<file path="src/rtl/mic_frame_buffer_if.sv">
// -----------------------------------------------------------------------------
// mic_frame_buffer_if
//   Bundles the sample input strobe and the frame output handshake of the
//   microphone frame buffer.
//
//   Signals:
//     sample_valid  one-cycle strobe, sample_data is valid in that cycle
//     sample_data   CHANNELS*WIDTH, channel c at [c*WIDTH +: WIDTH]
//     frame_valid   a completed frame is presented on frame_data
//     frame_ready   downstream accepts the presented frame
//     frame_data    SAMPLES*CHANNELS*WIDTH, element (s,c) at
//                   [(s*CHANNELS+c)*WIDTH +: WIDTH], s=0 newest
//
//   Handshake: a frame transfers on a rising clock edge where frame_valid and
//   frame_ready are both high. Once frame_valid is raised, frame_valid and
//   frame_data hold until that transfer; the only exception is enable being
//   dropped, which withdraws the frame. frame_ready may be driven freely and
//   has no effect while frame_valid is low. sample_valid has no back-pressure:
//   the producer never waits.
//
//   Modports: slave = the frame buffer, master = the producer/consumer side.
// -----------------------------------------------------------------------------
interface mic_frame_buffer_if #(
    parameter int SAMPLES  = 16,
    parameter int WIDTH    = 32,
    parameter int CHANNELS = 2
);
    logic                                sample_valid;
    logic [CHANNELS*WIDTH-1:0]           sample_data;
    logic                                frame_valid;
    logic                                frame_ready;
    logic [SAMPLES*CHANNELS*WIDTH-1:0]   frame_data;

    modport slave (
        input  sample_valid,
        input  sample_data,
        input  frame_ready,
        output frame_valid,
        output frame_data
    );

    modport master (
        output sample_valid,
        output sample_data,
        output frame_ready,
        input  frame_valid,
        input  frame_data
    );
endinterface

</file>
<file path="src/rtl/mic_frame_buffer.sv">
// -----------------------------------------------------------------------------
// mic_frame_buffer
//   Collects SAMPLES-deep windows of CHANNELS parallel microphone streams and
//   presents each completed window as one frame. Block mode emits
//   non-overlapping frames; sliding mode emits a frame every HOP samples once
//   the window is full. Samples arriving while a frame is held are dropped and
//   counted in a saturating overrun counter.
//
//   Ports:
//     adc_clk        clock, all logic on the rising edge
//     reset_n        asynchronous active-low reset
//     enable         run control, low forces IDLE
//     mode           0 = block, 1 = sliding, sampled on IDLE->FILL
//     bus            mic_frame_buffer_if.slave (sample strobe + frame handshake)
//     fill_level     number of valid samples in the window
//     overrun_count  dropped samples, saturating, cleared only by reset
//     o_dbg_state    current FSM state (0 IDLE, 1 FILL, 2 PRESENT)
// -----------------------------------------------------------------------------
module mic_frame_buffer #(
    parameter int SAMPLES  = 16,
    parameter int WIDTH    = 32,
    parameter int CHANNELS = 2,
    parameter int HOP      = 4,
    parameter int CNT_W    = 16
) (
    input  logic                         adc_clk,
    input  logic                         reset_n,
    input  logic                         enable,
    input  logic                         mode,
    mic_frame_buffer_if.slave            bus,
    output logic [$clog2(SAMPLES+1)-1:0] fill_level,
    output logic [CNT_W-1:0]             overrun_count,
    output logic [1:0]                   o_dbg_state
);
    localparam int FILL_W = $clog2(SAMPLES + 1);
    localparam int CW     = CHANNELS * WIDTH;
    localparam logic [FILL_W-1:0] FULL  = FILL_W'(SAMPLES);
    localparam logic [FILL_W-1:0] HOP_V = FILL_W'(HOP);

    typedef enum logic [1:0] {
        ST_IDLE    = 2'd0,
        ST_FILL    = 2'd1,
        ST_PRESENT = 2'd2
    } state_t;

    state_t              r_state;
    logic                r_mode;
    logic [FILL_W-1:0]   r_fill;
    logic [FILL_W-1:0]   r_hop;
    logic [CNT_W-1:0]    r_ovr;
    logic [CW-1:0]       r_win [SAMPLES];

    state_t              w_state_nxt;
    logic                w_mode_nxt;
    logic [FILL_W-1:0]   w_fill_nxt;
    logic [FILL_W-1:0]   w_hop_nxt;
    logic [FILL_W-1:0]   w_fill_base;
    logic [FILL_W-1:0]   w_hop_base;
    logic [FILL_W-1:0]   w_fill_sh;
    logic [FILL_W-1:0]   w_hop_sh;
    logic                w_accept;
    logic                w_ovr_inc;
    logic [SAMPLES*CW-1:0] w_frame;

    // Next-state / control. w_fill_base and w_hop_base are the counter values
    // a newly accepted sample builds on: the current values in FILL, or the
    // post-handshake values when a sample arrives together with frame_ready.
    always_comb begin
        w_state_nxt = r_state;
        w_mode_nxt  = r_mode;
        w_fill_nxt  = r_fill;
        w_hop_nxt   = r_hop;
        w_fill_base = r_fill;
        w_hop_base  = r_hop;
        w_fill_sh   = '0;
        w_hop_sh    = '0;
        w_accept    = 1'b0;
        w_ovr_inc   = 1'b0;

        if (!enable) begin
            w_state_nxt = ST_IDLE;
            w_fill_nxt  = '0;
            w_hop_nxt   = '0;
        end else begin
            case (r_state)
                ST_IDLE: begin
                    w_state_nxt = ST_FILL;
                    w_mode_nxt  = mode;
                    w_fill_nxt  = '0;
                    w_hop_nxt   = '0;
                end
                ST_FILL: begin
                    w_accept = bus.sample_valid;
                end
                ST_PRESENT: begin
                    if (bus.frame_ready) begin
                        w_state_nxt = ST_FILL;
                        w_fill_base = r_mode ? FULL : '0;
                        w_hop_base  = '0;
                        w_fill_nxt  = w_fill_base;
                        w_hop_nxt   = '0;
                        w_accept    = bus.sample_valid;
                    end else if (bus.sample_valid) begin
                        w_ovr_inc = 1'b1;
                    end
                end
                default: begin
                    w_state_nxt = ST_IDLE;
                end
            endcase

            if (w_accept) begin
                w_fill_sh = (w_fill_base == FULL) ? FULL : w_fill_base + 1'b1;
                w_hop_sh  = w_hop_base + 1'b1;
                // First time the window fills, the hop counter is forced so
                // the first sliding frame comes out immediately.
                if ((w_fill_base != FULL) && (w_fill_sh == FULL)) begin
                    w_hop_sh = HOP_V;
                end
                w_fill_nxt = w_fill_sh;
                w_hop_nxt  = w_hop_sh;
                if ((w_fill_sh == FULL) && (!r_mode || (w_hop_sh >= HOP_V))) begin
                    w_state_nxt = ST_PRESENT;
                end else begin
                    w_state_nxt = ST_FILL;
                end
            end
        end
    end

    always_ff @(posedge adc_clk or negedge reset_n) begin
        if (!reset_n) begin
            r_state <= ST_IDLE;
            r_mode  <= 1'b0;
            r_fill  <= '0;
            r_hop   <= '0;
            r_ovr   <= '0;
            for (int k = 0; k < SAMPLES; k++) begin
                r_win[k] <= '0;
            end
        end else begin
            r_state <= w_state_nxt;
            r_mode  <= w_mode_nxt;
            r_fill  <= w_fill_nxt;
            r_hop   <= w_hop_nxt;
            if (w_ovr_inc && (r_ovr != {CNT_W{1'b1}})) begin
                r_ovr <= r_ovr + 1'b1;
            end
            if (w_accept) begin
                for (int k = SAMPLES - 1; k > 0; k--) begin
                    r_win[k] <= r_win[k-1];
                end
                r_win[0] <= bus.sample_data;
            end
        end
    end

    always_comb begin
        w_frame = '0;
        for (int s = 0; s < SAMPLES; s++) begin
            w_frame[s*CW +: CW] = r_win[s];
        end
    end

    assign bus.frame_valid = (r_state == ST_PRESENT);
    assign bus.frame_data  = w_frame;
    assign fill_level      = r_fill;
    assign overrun_count   = r_ovr;
    assign o_dbg_state     = r_state;

endmodule
</file>
<file path="src/flat_wrapper.sv">
// flat-port wrapper written by rule: the top's interface ports become plain ports
module mic_frame_buffer_flat 
#(
    parameter int SAMPLES  = 16,
    parameter int WIDTH    = 32,
    parameter int CHANNELS = 2,
    parameter int HOP      = 4,
    parameter int CNT_W    = 16
)
  (adc_clk, reset_n, enable, mode, fill_level, overrun_count, o_dbg_state, bus_sample_valid, bus_sample_data, bus_frame_ready, bus_frame_valid, bus_frame_data);
  mic_frame_buffer_if #(.SAMPLES(SAMPLES), .WIDTH(WIDTH), .CHANNELS(CHANNELS)) bus_i ();
  input  logic adc_clk;
  input  logic reset_n;
  input  logic enable;
  input  logic mode;
  output logic [$clog2(SAMPLES+1)-1:0] fill_level;
  output logic [CNT_W-1:0] overrun_count;
  output logic [1:0] o_dbg_state;
  input wire logic [$bits(bus_i.sample_valid)-1:0] bus_sample_valid;
  input wire logic [$bits(bus_i.sample_data)-1:0] bus_sample_data;
  input wire logic [$bits(bus_i.frame_ready)-1:0] bus_frame_ready;
  output wire logic [$bits(bus_i.frame_valid)-1:0] bus_frame_valid;
  output wire logic [$bits(bus_i.frame_data)-1:0] bus_frame_data;
  assign bus_i.sample_valid = bus_sample_valid;
  assign bus_i.sample_data = bus_sample_data;
  assign bus_i.frame_ready = bus_frame_ready;
  assign bus_frame_valid = bus_i.frame_valid;
  assign bus_frame_data = bus_i.frame_data;
  mic_frame_buffer #(.SAMPLES(SAMPLES), .WIDTH(WIDTH), .CHANNELS(CHANNELS), .HOP(HOP), .CNT_W(CNT_W)) u_core (.adc_clk(adc_clk), .reset_n(reset_n), .enable(enable), .mode(mode), .bus(bus_i), .fill_level(fill_level), .overrun_count(overrun_count), .o_dbg_state(o_dbg_state));
endmodule
</file>
<file path="config.mk">
export PLATFORM = sky130hd
export DESIGN_NAME = mic_frame_buffer_flat
export DESIGN_NICKNAME = d
export VERILOG_FILES = /design/src/rtl/mic_frame_buffer_if.sv /design/src/rtl/mic_frame_buffer.sv /design/src/flat_wrapper.sv
export SDC_FILE = /design/constraint.sdc
export NUM_CORES = 2
export LEC_CHECK = 0
export ABC_CLOCK_PERIOD_IN_PS = 3100
export CAP_MARGIN = 20
export CORE_AREA = 2 2 440 442
export DETAILED_ROUTE_END_ITERATION = 12
export DIE_AREA = 0 0 442 444
export SLEW_MARGIN = 15
export SYNTH_ARGS = -nofsm -noshare
export SYNTH_HDL_FRONTEND = slang
export SYNTH_SLANG_ARGS = --single-unit
</file>
<file path="constraint.sdc">
create_clock -name adc_clk -period 3.1 [get_ports adc_clk]
set_input_delay 0.465 -clock adc_clk [delete_from_list [all_inputs] [get_ports adc_clk]]
set_output_delay 0.465 -clock adc_clk [all_outputs]
set_load 0.005 [all_outputs]
</file>
==> flow_summary_export.csv <==
group,metric,value,unit
cts,clock_path_buffers,3,
global_routing,antenna_found_initial,3,
cts,cts_buffers,119,
logic_synthesis,synth.top_cells.by_area,"dfrtp_1 (66%), nand2_1 (29%), buf_2 (2.4%)",
logic_synthesis,synth_nets,4574,
logic_synthesis,syn_inst,4497,
logic_synthesis,synth_edf_count,0,
logic_synthesis,synth_seq_area_share,0.658,
die,dieArea,196000,um^2
timing,post-route-min-period,2.91,ns
global_routing,grt_use_total,0.171,
critical_path,setup.worst_path.end_class,"output pin",
timing,holdWs,0.203,ns
cts,cts_root_buf,"clkbuf_16",
drt,drtAntennaViolNets,0,
timing,hold_viol_final,0,
drt,vias,33800,
placed_design,dpl.hpwl,133000,um
drt,first_pass_iters,5,
die,core_area,192000,um^2
critical_path,arrival,2.44,ns
finish,finish.utilization,0.307,
critical_path,regToRegStartpoint,"u_core.o_dbg_state[0]",
timing,tns,0,ns
timing,fin_worst_skew,0.0501,ns
timing,finalSetupViolCount,0,
drt,drt_iter0_drc,2873,
timing,tightest_slew,0.904,ns
critical_path,worstSetupPathType,"register to output pin",
finish,drive_above_1_share,0.0590,
die,io_pins,1118,
timing,fmax,0.344,GHz
die,die_x,442,um
cts,cts_tree,"done",
die,start_util,0.209,
pwr,p_per_area,576,nW/um^2
finish,area_delta_synth_final,47.0,%
cts,insertion_delay,0.79,ns
finish,stdcell_area,58900,um^2
drt,drc,0,
critical_path,rrSetupSlack,0.55,ns
finish,nets,5705,
die,die_y,444,um
logic_synthesis,yosysWarnings,0,
cts,hold_buffers,1,
timing,grt_setup_unrepaired,"false",
logic_synthesis,async_reset_ff_frac,1.00,
global_routing,grt-ovfl-total,0,
pwr,leakagePower,30.1,nW
hold_path,hold_path_class,"input pin to register",
logic_synthesis,syn_area_per_cell,8.91,um^2
cts,post-cts-setup-buffers,0,
cts,htreeDepth,3,
critical_path,reg2regPathDepth,7,
drt,via_per_inst,4.09,
hold_path,hold_path_end,"u_core.bus.frame_data[61]",
timing,post-route-period-util,0.937,
drt,wl_per_cell,20.9,um
placed_design,portBuffers,1117,
logic_synthesis,netlist_area,40100,um^2
logic_synthesis,synth_top_cell_area_share,0.658,
timing,slew_headroom,0.398,
critical_path,reg2reg_to,"u_core.bus.frame_data[1008]",
drt,wl,173000,um
cts,cts.sinks,1053,
placed_design,place_congestion,0.934,
hold_path,hp-start,"bus_sample_data[61]",
outcome,status,"finished clean",
die,num_rows,161,
logic_synthesis,synthFlopType,"dfrtp_1",
placed_design,placed_area,54800,um^2
logic_synthesis,synth_cell_type_count,54,
cts,path_clk_slew,0.06,ns
logic_synthesis,ys_ff_latch,1053,
global_routing,grt_pass1_vias,32700,
finish,num-fill-cells,20000,
hold_path,min_path_cells,3,
logic_synthesis,yosys.area.top_type,"dfrtp_1",
timing,drv_slew,0,
global_routing,grt_max_degree,110,
pwr,ir_drop,459,uV
critical_path,cp-start-kind,"register",
global_routing,grt_pass1_wl,245000,um
cts,ctsResizeCount,0,
flow_run,maxCapViolCount,0,
critical_path,path_max_fanout,9,
critical_path,cp_data_required_time,2.63,ns
## cell usage in the layout, fill, tap and decap left out, types with 8 or more instances in the layout
cell             instances
clkdlybuf4s50_1       1116
nand3_1                  8
dfrtp_1               1053
clkbuf_8                31
buf_12                  53
clkbuf_1                27
and3_1                   8
inv_6                   11
buf_4                   70
clkinv_2                21
nand2_1               3091
xor2_1                   8
clkbuf_16              119
xnor2_1                  9
## power breakdown
| part | total (W) | leakage [nW] | internal, W | switching [W] |
|---|---|---|---|---|
| combinational | 0.00377 | 13.6 | 0.00202 | 0.00175 |
| sequential | 0.0156 | 14.6 | 0.0146 | 0.000945 |
| clock | 0.0146 | 1.99 | 0.00829 | 0.00627 |
## worst max path at each step
stage,from,depth (start not counted),end
6_report,u_core.o_dbg_state[0],4,bus_frame_valid
5_1_grt,u_core.o_dbg_state[0],4,bus_frame_valid
4_1_cts,u_core.o_dbg_state[0],4,bus_frame_valid
2_1_floorplan,u_core.o_dbg_state[0],11,u_core.r_hop[4]
3_3_place_gp,bus_frame_ready,6,u_core.bus.frame_data[817]
3_5_place_dp,bus_frame_ready,6,u_core.bus.frame_data[893]
## Yosys cell counts, types with 2 or more instances
cell type and number:
nand2_1 3091, dfrtp_1 1053, buf_2 189, clkbuf_1 27, buf_6 12, xnor2_1 9
and3_1 8, nand3_1 8, xor2_1 8, ha_1 7, inv_1 7, o21ai_0 7
a21oi_1 6, nor2_1 6, and2_1 5, and4_1 3, mux2_2 3, nand4_1 3
a21bo_2 2, a21boi_0 2, a21o_1 2, a31oi_1 2, a32o_1 2, buf_1 2
mux2i_1 2, nor3_1 2, o31ai_1 2
## registers in the layout, summed over array words and instances, names as in the netlist
| signal | flops |
|---|---|
| u_core.fill_level | 5 |
| u_core.o_dbg_state | 2 |
| u_core.r_hop | 5 |
| u_core.r_mode | 1 |
| u_core.overrun_count | 16 |
| u_core.bus.frame_data | 1024 |
## per-stage QoR
stage,total power (W),setup WS [ns],cells
CTS,0.0344,0.0577,8259
finish,0.0339,0.195,8261
detailed placement,0.0196,0.279,8032
floorplan,0.0165,0.705,4497
global placement,0.0196,0.352,8032
global route,0.0353,0.0114,8259
## area by class of cell
class                   count  area, um^2  share of cell area
well taps                2526        3160              0.0537
flip-flops and latches   1053       26400               0.448
clock inverters            49         543             0.00923
diodes                      2        5.00           0.0000850
repair buffers           1241       12800               0.217
multi-input cells        3205       12500               0.212
clock buffers             177        3510              0.0596
inverters                   8        30.0            0.000510
## worst max-delay path, cell delays in order (launching register included)
cell             delay, ns
dfrtp_1               0.41
inv_1                 0.09
ha_1                  0.33
buf_4                 0.22
clkdlybuf4s50_1       0.63
## layer usage
layer | up-vias | wire length, um | track usage
met1 | 16500 | 69500 | 0.208
li1 | 16000 | - | -
met2 | 1071 | 81600 | 0.274
met4 | 0 | 8920 | 0.0840
met5 | - | 0 | 0
met3 | 245 | 13000 | 0.0511
## kinds of logic after synthesis
family / count (synthesis) / synth area share
XOR/XNOR: 17 / 0.00372
multiplexers: 5 / 0.00134
adder cells (fa/ha/maj): 7 / 0.00219
AO/OA/AOI/OAI: 40 / 0.00769
buffers and inverters: 239 / 0.0306
AND/OR/NAND/NOR: 3136 / 0.297
flip-flops: 1053 / 0.658
Power figures use the tool's default switching activity.
